[config.mk]
export PLATFORM = sky130hd
export DESIGN_NAME = icache
export DESIGN_NICKNAME = d
export VERILOG_FILES = /design/src/rtl/icache_pkg.sv /design/src/rtl/icache_refill_fsm.sv /design/src/rtl/icache.sv
export SDC_FILE = /design/constraint.sdc
export NUM_CORES = 2
export LEC_CHECK = 0
export CORE_ASPECT_RATIO = 1.1
export CORE_MARGIN = 2
export CORE_UTILIZATION = 50
export DETAILED_ROUTE_END_ITERATION = 8
export GPL_ROUTABILITY_DRIVEN = 0
export HOLD_SLACK_MARGIN = 0.05
export PLACE_DENSITY_LB_ADDON = 0.05
export SLEW_MARGIN = 20
export SYNTH_ARGS = -nofsm -noshare
export SYNTH_HDL_FRONTEND = slang
export SYNTH_SLANG_ARGS = --single-unit
[constraint.sdc]
create_clock -name clk -period 4.32 [get_ports clk]
set_input_delay 0.864 -clock clk [delete_from_list [all_inputs] [get_ports clk]]
set_output_delay 0.864 -clock clk [all_outputs]
set_load 0.02 [all_outputs]
[src/rtl/icache_pkg.sv]
// rtl/icache_pkg.sv - state encoding and address-field width helpers shared by the icache files
package icache_pkg;

  typedef enum logic [1:0] {
    IDLE   = 2'd0,
    REFILL = 2'd1,
    COMMIT = 2'd2
  } state_e;

  function automatic int offset_w(input int line_words);
    return $clog2(line_words);
  endfunction

  function automatic int index_w(input int num_lines);
    return $clog2(num_lines);
  endfunction

  function automatic int tag_w(input int line_words, input int num_lines);
    return 32 - 2 - $clog2(line_words) - $clog2(num_lines);
  endfunction

endpackage

[src/rtl/icache_refill_fsm.sv]
// rtl/icache_refill_fsm.sv - refill sequencer: state, word counter, line latch and memory handshake
module icache_refill_fsm
  import icache_pkg::*;
#(
  parameter int LINE_WORDS = 4
) (
  input  logic                         i_clk,
  input  logic                         i_rst,
  input  logic [29-offset_w(LINE_WORDS):0] i_pc_line,
  input  logic                         i_miss,
  input  logic                         i_mem_ack,
  output logic                         o_mem_req,
  output logic [31:0]                  o_mem_addr,
  output logic                         o_idle,
  output logic                         o_data_we,
  output logic                         o_valid_clr,
  output logic                         o_commit,
  output logic [offset_w(LINE_WORDS)-1:0]  o_count,
  output logic [29-offset_w(LINE_WORDS):0] o_line
);

  localparam int OB = offset_w(LINE_WORDS);
  localparam int LB = 30 - OB;

  state_e          r_state;
  logic [OB-1:0]   r_count;
  logic [LB-1:0]   r_line;
  logic            r_mem_req;
  logic [31:0]     r_mem_addr;

  always_ff @(posedge i_clk or posedge i_rst) begin
    if (i_rst) begin
      r_state    <= IDLE;
      r_count    <= '0;
      r_line     <= '0;
      r_mem_req  <= 1'b0;
      r_mem_addr <= '0;
    end else begin
      case (r_state)
        IDLE: begin
          if (i_miss) begin
            r_line     <= i_pc_line;
            r_mem_addr <= {i_pc_line, {(OB + 2){1'b0}}};
            r_mem_req  <= 1'b1;
            r_count    <= '0;
            r_state    <= REFILL;
          end
        end
        REFILL: begin
          if (r_mem_req && i_mem_ack) begin
            r_count <= r_count + 1'b1;
            // LINE_WORDS is a power of two, so the last word is an all-ones counter
            if (&r_count) begin
              r_mem_req <= 1'b0;
              r_state   <= COMMIT;
            end else begin
              r_mem_addr <= r_mem_addr + 32'd4;
            end
          end
        end
        COMMIT: r_state <= IDLE;
        default: r_state <= IDLE;
      endcase
    end
  end

  assign o_mem_req   = r_mem_req;
  assign o_mem_addr  = r_mem_addr;
  assign o_idle      = (r_state == IDLE);
  assign o_data_we   = (r_state == REFILL) && r_mem_req && i_mem_ack;
  assign o_valid_clr = (r_state == IDLE) && i_miss;
  assign o_commit    = (r_state == COMMIT);
  assign o_count     = r_count;
  assign o_line      = r_line;

endmodule

[src/rtl/icache.sv]
// rtl/icache.sv - direct-mapped instruction cache; optional hit/miss counters via ICACHE_STATS_EN
module icache
  import icache_pkg::*;
#(
  parameter int LINE_WORDS = 4,
  parameter int NUM_LINES  = 16
) (
  input  logic        clk,
  input  logic        rst,
  input  logic [31:0] pc,
  output logic [31:0] instruction,
  output logic        hit,
  output logic        mem_req,
  output logic [31:0] mem_addr,
  input  logic        mem_ack,
  input  logic [31:0] mem_rdata
`ifdef ICACHE_STATS_EN
  ,
  output logic [31:0] hit_count,
  output logic [31:0] miss_count
`endif
);

  localparam int OB = offset_w(LINE_WORDS);
  localparam int IB = index_w(NUM_LINES);
  localparam int TB = tag_w(LINE_WORDS, NUM_LINES);
  localparam int LB = 30 - OB;

  logic [31:0]    r_data [NUM_LINES][LINE_WORDS];
  logic [TB-1:0]  r_tag  [NUM_LINES];
  logic [NUM_LINES-1:0] r_valid;

  logic [OB-1:0]  w_off;
  logic [IB-1:0]  w_idx;
  logic [TB-1:0]  w_tag;
  logic [LB-1:0]  w_line;
  logic [IB-1:0]  w_line_idx;
  logic [TB-1:0]  w_line_tag;
  logic [OB-1:0]  w_count;
  logic           w_miss;
  logic           w_idle;
  logic           w_data_we;
  logic           w_valid_clr;
  logic           w_commit;
  logic           w_unused_pc_lsb;

  assign w_off      = pc[OB+1:2];
  assign w_idx      = pc[OB+IB+1:OB+2];
  assign w_tag      = pc[31:OB+IB+2];
  assign w_line_idx = w_line[IB-1:0];
  assign w_line_tag = w_line[LB-1:IB];
  assign w_unused_pc_lsb = &{1'b0, pc[1:0]};

  assign w_miss      = !(r_valid[w_idx] && (r_tag[w_idx] == w_tag));
  assign hit         = w_idle && !w_miss;
  assign instruction = r_data[w_idx][w_off];

  icache_refill_fsm #(
    .LINE_WORDS (LINE_WORDS)
  ) u_refill_fsm (
    .i_clk       (clk),
    .i_rst       (rst),
    .i_pc_line   (pc[31:OB+2]),
    .i_miss      (w_miss),
    .i_mem_ack   (mem_ack),
    .o_mem_req   (mem_req),
    .o_mem_addr  (mem_addr),
    .o_idle      (w_idle),
    .o_data_we   (w_data_we),
    .o_valid_clr (w_valid_clr),
    .o_commit    (w_commit),
    .o_count     (w_count),
    .o_line      (w_line)
  );

  // Data and tags carry no reset; the valid bits alone gate every lookup.
  always_ff @(posedge clk) begin
    if (w_data_we) r_data[w_line_idx][w_count] <= mem_rdata;
    if (w_commit)  r_tag[w_line_idx] <= w_line_tag;
  end

  always_ff @(posedge clk or posedge rst) begin
    if (rst) begin
      r_valid <= '0;
    end else begin
      if (w_valid_clr) r_valid[w_idx]      <= 1'b0;
      if (w_commit)    r_valid[w_line_idx] <= 1'b1;
    end
  end

`ifdef ICACHE_STATS_EN
  logic [31:0] r_hit_count;
  logic [31:0] r_miss_count;

  always_ff @(posedge clk or posedge rst) begin
    if (rst) begin
      r_hit_count  <= '0;
      r_miss_count <= '0;
    end else begin
      if (hit)         r_hit_count  <= r_hit_count + 32'd1;
      if (w_valid_clr) r_miss_count <= r_miss_count + 32'd1;
    end
  end

  assign hit_count  = r_hit_count;
  assign miss_count = r_miss_count;
`endif

endmodule

# Word level (Yosys, flattened, before mapping)
# Memories as Yosys holds them, arrays and structs flattened.
# Cells that the tools add are included.
# word_totals
ff_bits	81
ramBits	2432
input_bits	67
output_inout_bits	66
wordCells	80
memories	2
# op_classes
n_addsub	2
order_cmp	7
n_eq_ne	7
muxes	32
bitwise_logic	6
n_reduce_logical	18
# memory_table
name	words	word_bits	rd	rd_ports_with_merged_regs	wr	line	source
r_data	16	128	1	0	1	icache.sv:29	logic [31:0] r_data [NUM_LINES][LINE_WORDS];
r_tag	16	24	1	0	1	icache.sv:30	logic [TB-1:0] r_tag [NUM_LINES];
# op_table
operator	count
2-to-1 mux 32 bit	6
2-to-1 mux 128 bit	1
binary-select mux 32 bit (select 2 bit)	1
demux 32 bit (select 2 bit)	1
one-hot mux 32 bit (2 select lines)	1
adder 32 x 3 -> 32 bit (second input constant)	1
2-to-1 mux 16 bit	2
== test 24 bit	1
AND 16 bit	1
NOT 16 bit	1
OR 16 bit	1
< comparator 4 x 5 -> 1 bit (second input constant)	2
2-to-1 mux 2 bit	5
logical AND 1 bit	9
2-to-1 mux 1 bit	9
demux 1 bit (select 4 bit)	2
greater-or-equal comparator 4 x 1 -> 1 bit (second input constant)	2
one-hot mux 2 bit (2 select lines)	2
AND reduction 4 bit	2
greater-or-equal comparator 3 bit (second input constant)	2
NOT 2 -> 3 bit	2
AND reduction 3 bit	2
binary-select mux 1 bit (select 4 bit)	1
!= test 2 x 1 -> 1 bit (second input constant)	2
other kinds (11)	13

# Depth between registers and ports, before layout
# depth
depth_word	9
depth_mapped	15
mapped_depth_nobuf	10

# Hierarchy
# From an unflattened synthesis, not the netlist that was laid out.
# hier_totals
cells_unflattened	4124
hier_area_um2	96880.4
# by_module_without_submodules
module	n_inst	cells_each	area_per_inst_um2	seq_area_each_um2
icache	1	3758	93744.9	73430.4
icache_refill_fsm	1	366	3135.5	1576.5

# Worst setup path before layout
# No wires, ideal clock.
# synth_timing
kind	input to output
from	input pc[5]
to	output instruction[0]
t_arrival_ns	3.793
t_required_ns	3.456
path_slack_ns	-0.337
path_stages	10
n_path_buf	7
path_cell_list	buf_6 > buf_4 > buf_4 > buf_2 > buf_2 > buf_1 > clkbuf_1 > mux4_2 > mux4_2 > mux4_2
# synth_via
elab_chain_len	4
# synth_rtl
element	line	source
start: declaration	icache.sv:10	input logic [31:0] pc,
memory (16 x 128 bit)	-	
binary-select mux 32 bit (select 2 bit)	icache.sv:56	assign instruction = r_data[w_idx][w_off];
2-to-1 mux 32 bit (not written as such) (2 in a row)	icache.sv:56	
end: declaration	icache.sv:11	output logic [31:0] instruction,
# Every way passes these cells. The select of a mux whose other input is x is not followed.

# Worst setup path in the final report
# layout_timing
from	input pc[4]
to	output instruction[20]
# The elaborated chain is that of the path after synthesis.

==> metrics.csv <==
stage,metric,value,unit
power,powerDensity,487,nW/um^2
clock_tree,hold_buffers,0,
place,placedCellCount,6991,
clock_tree,clock_latency,950,ps
timing,hold_viol,0,
global_route,grt_pass1_vias,48500,
worst_setup_path,path_class,in2out,
place,port_buffers,128,
die,coreArea,193000,sq um
timing,fin_crit_sh,102,%
route,vias_per_cell,6.39,
place,place_area,106000,sq um
die,ios,133,
layout,fin_area,116000,sq um
power,ir_worst_vdd,460,uV
power,p_leak,0.0374,uW
global_route,grt_overflow,0,
timing,max_freq,0.228,GHz
timing,fin_ws,-71.4,ps
global_route,antenna_found_initial,15,
clock_tree,htreeDepth,5,
timing,final-setup-viol-count,7,
logic_synthesis,ys_seq_area_share,77.2,%
route,ant_nets,0,
worst_setup_path,end_kind,output pin,
power,p_clk_share,38.8,%
power,p_seq_share,51.2,%
timing,worstMarginPinSlew,1080,ps
min_path,hp-class,in2reg,
run_status,failed_checks,setup timing,
layout,final_nets,4871,
global_route,grt_usage,28.4,%
worst_setup_path,crit_required,3460,ps
route,drc,0,
timing,slew_viol_final,0,
timing,fin_crit,4390,ps
route,dr_wl_met2,141000,um
logic_synthesis,ys_types,75,
layout,final_cells,7551,
power,comb_power_share,10.0,%
global_route,grt_first_pass_wirelength,386000,um
worst_setup_path,critPathLaunchType,primary input,
die,dieHeight,466,um
clock_tree,cts_tree,built,
logic_synthesis,async_flop_share,3.15,%
layout,mostFrequentLayoutCells,"2432 x edfxtp_1, 743 x mux4_2, 343 x buf_4",
route,totalWireLength,279000,um
logic_synthesis,synth_area,97200,sq um
clock_tree,path_clk_slew,60,ps
route,dr.pass1.iters,5,
route,post_drt_wl_per_cell,37.0,um
logic_synthesis,yosysWarnings,0,
timing,finClkSkew,51.5,ps
timing,slew_headroom,28.3,%
layout,area_delta_synth_final,19.3,%
route,met3_length,19300,um
layout,fill_cells,13600,
timing,grt_setup_unrepaired,yes,
logic_synthesis,ys_ff_latch,2511,
logic_synthesis,syn-instance-count,4086,
power,p_switching,13200,uW
power,power.internal,43300,uW
route,vias,48300,
route,wl_met1,112000,um
route,drt_iter0_markers,5887,
worst_setup_path,critical_path.max_fanout,6,
logic_synthesis,avgSynthCellArea,23.8,sq um
power,switching_share,23.4,%
clock_tree,cts_buffers,278,
clock_tree,clkSinkCount,2511,
die,dieArea,198000,sq um
clock_tree,cts_buffer_depth,4,
power,power,56500,uW
die,start_util,50.3,%
die,rows,169,
timing,tns,-261,ps
job,max_cap_violations,0,
logic_synthesis,synth_flop_cell,edfxtp_1,
clock_tree,cts-root-buf,clkbuf_16,
worst_setup_path,critPathArrivalTime,3530,ps
run_status,run_status,finished with violations,
layout,final_common_cell,edfxtp_1,
place,dp.final_hpwl,155000,um
global_route,grt_start_max_net_pins,65,
layout,drive_gt1_share,36.4,%
route,top_layer_used,met5,
die,dieWidth,424,um
logic_synthesis,synth-edff-count,2432,
through the flow:
step | worst slack, ps | hold slack [ps] | util (%)
finish | -71.4 | 332 | 60.0
global route | -126 | 310 | 60.0
CTS | -107 | 341 | 59.8
detailed placement | -672 | 475 | 54.7
global placement | -833 | 470 | 54.7
floorplan | 2.63 | 455 | -
flip-flops by register name, indices dropped and copies added, names as in the netlist:
register                 count
r_valid                     16
u_refill_fsm.o_line         28
u_refill_fsm.r_state         2
r_tag                      384
u_refill_fsm.o_count         2
u_refill_fsm.o_mem_addr     30
u_refill_fsm.o_mem_req       1
r_data                    2048
power groups by stage:
| stage | combinational [uW] | clock, uW | sequential (uW) |
|---|---|---|---|
| detailed placement | 5420 | 0 | 29400 |
| finish | 5680 | 21900 | 28900 |
| global route | 5930 | 23200 | 29000 |
| floorplan | 2750 | 0 | 29200 |
| CTS | 5640 | 22300 | 28900 |
| global placement | 5370 | 0 | 29300 |
routing by layer:
metal  up-vias  track usage [%]
met4         2             8.35
met5         -                0
li1      19100                -
met2      2076             46.9
met1     26700             39.4
met3       403             4.85
cell usage after synthesis, drive strengths merged, types with 15 or more instances:
| master | number | area (sq um) |
|---|---|---|
| a31oi | 18 | 113 |
| a22oi | 15 | 113 |
| mux2i | 72 | 721 |
| nor2 | 130 | 488 |
| nand3 | 24 | 120 |
| mux4 | 749 | 16900 |
| o32a | 21 | 210 |
| xnor2 | 20 | 175 |
| nor3 | 15 | 75.1 |
| a21oi | 15 | 75.1 |
| buf | 117 | 661 |
| inv | 17 | 63.8 |
| edfxtp | 2432 | 73000 |
| o22a | 19 | 166 |
| and3 | 25 | 156 |
| dfrtp | 79 | 1980 |
| nand2 | 56 | 210 |
| mux2 | 39 | 526 |
| clkbuf | 99 | 373 |
area by class of cell:
cell class                      count  area (sq um)  share of cell area (%)
Tap cell                         2565          3210                    2.77
Clock buffer                      370          7450                    6.43
Antenna cell                        5          12.5                  0.0108
Clock inverter                     92           746                   0.643
Multi-Input combinational cell   1341         21700                    18.8
Sequential cell                  2511         75000                    64.7
Timing Repair Buffer              648          7680                    6.62
Inverter                           19          81.3                  0.0702
path summary, 6_finish.rpt:
path / slack [ps] / startpoint / cells past startpoint / end
worst max-delay path: -70 / pc[4] / 9 / instruction[20]
worst max register to register: 930 / r_tag[15][21]$_DFFE_PP_ / 12 / u_refill_fsm.o_line[1]$_DFFE_PP0N_
max in group asynchronous: 3210 / rst / 3 / u_refill_fsm.o_line[19]$_DFFE_PP0N_
min in group asynchronous: 360 / rst / 2 / u_refill_fsm.o_mem_addr[9]$_DFFE_PP0P_
worst min-delay path: 330 / mem_rdata[24] / 1 / r_data[0][88]$_DFFE_PP_
worst min register to register: 490 / r_valid[10]$_DFF_PP0_ / 1 / r_valid[10]$_DFF_PP0_
kinds of logic after synthesis:
family,after synthesis,share of synthesized area (%)
adders and majority gates,5,0.0644
and+or+nand+nor,290,1.38
AOI/OAI and AO/OA,155,1.28
muxes,860,18.7
xor gates and xnor gates,29,0.261
DFF,2511,77.2
other,1,0.00386
buffers and inverters,235,1.14
critical path: stages:
cell	delay, ps
buf_16	150
buf_16	170
buf_16	160
buf_16	150
buf_6	110
mux4_2	470
mux4_2	580
mux4_2	640
buf_6	190
what timing repair did:
action,CTS,global route
buffers inserted,55,8
resized for setup,226,48
cloned,22,7
endpoints found under the setup margin,33,29
pin swaps,7,3
No activity file was read; power rests on OpenSTA's default activity.
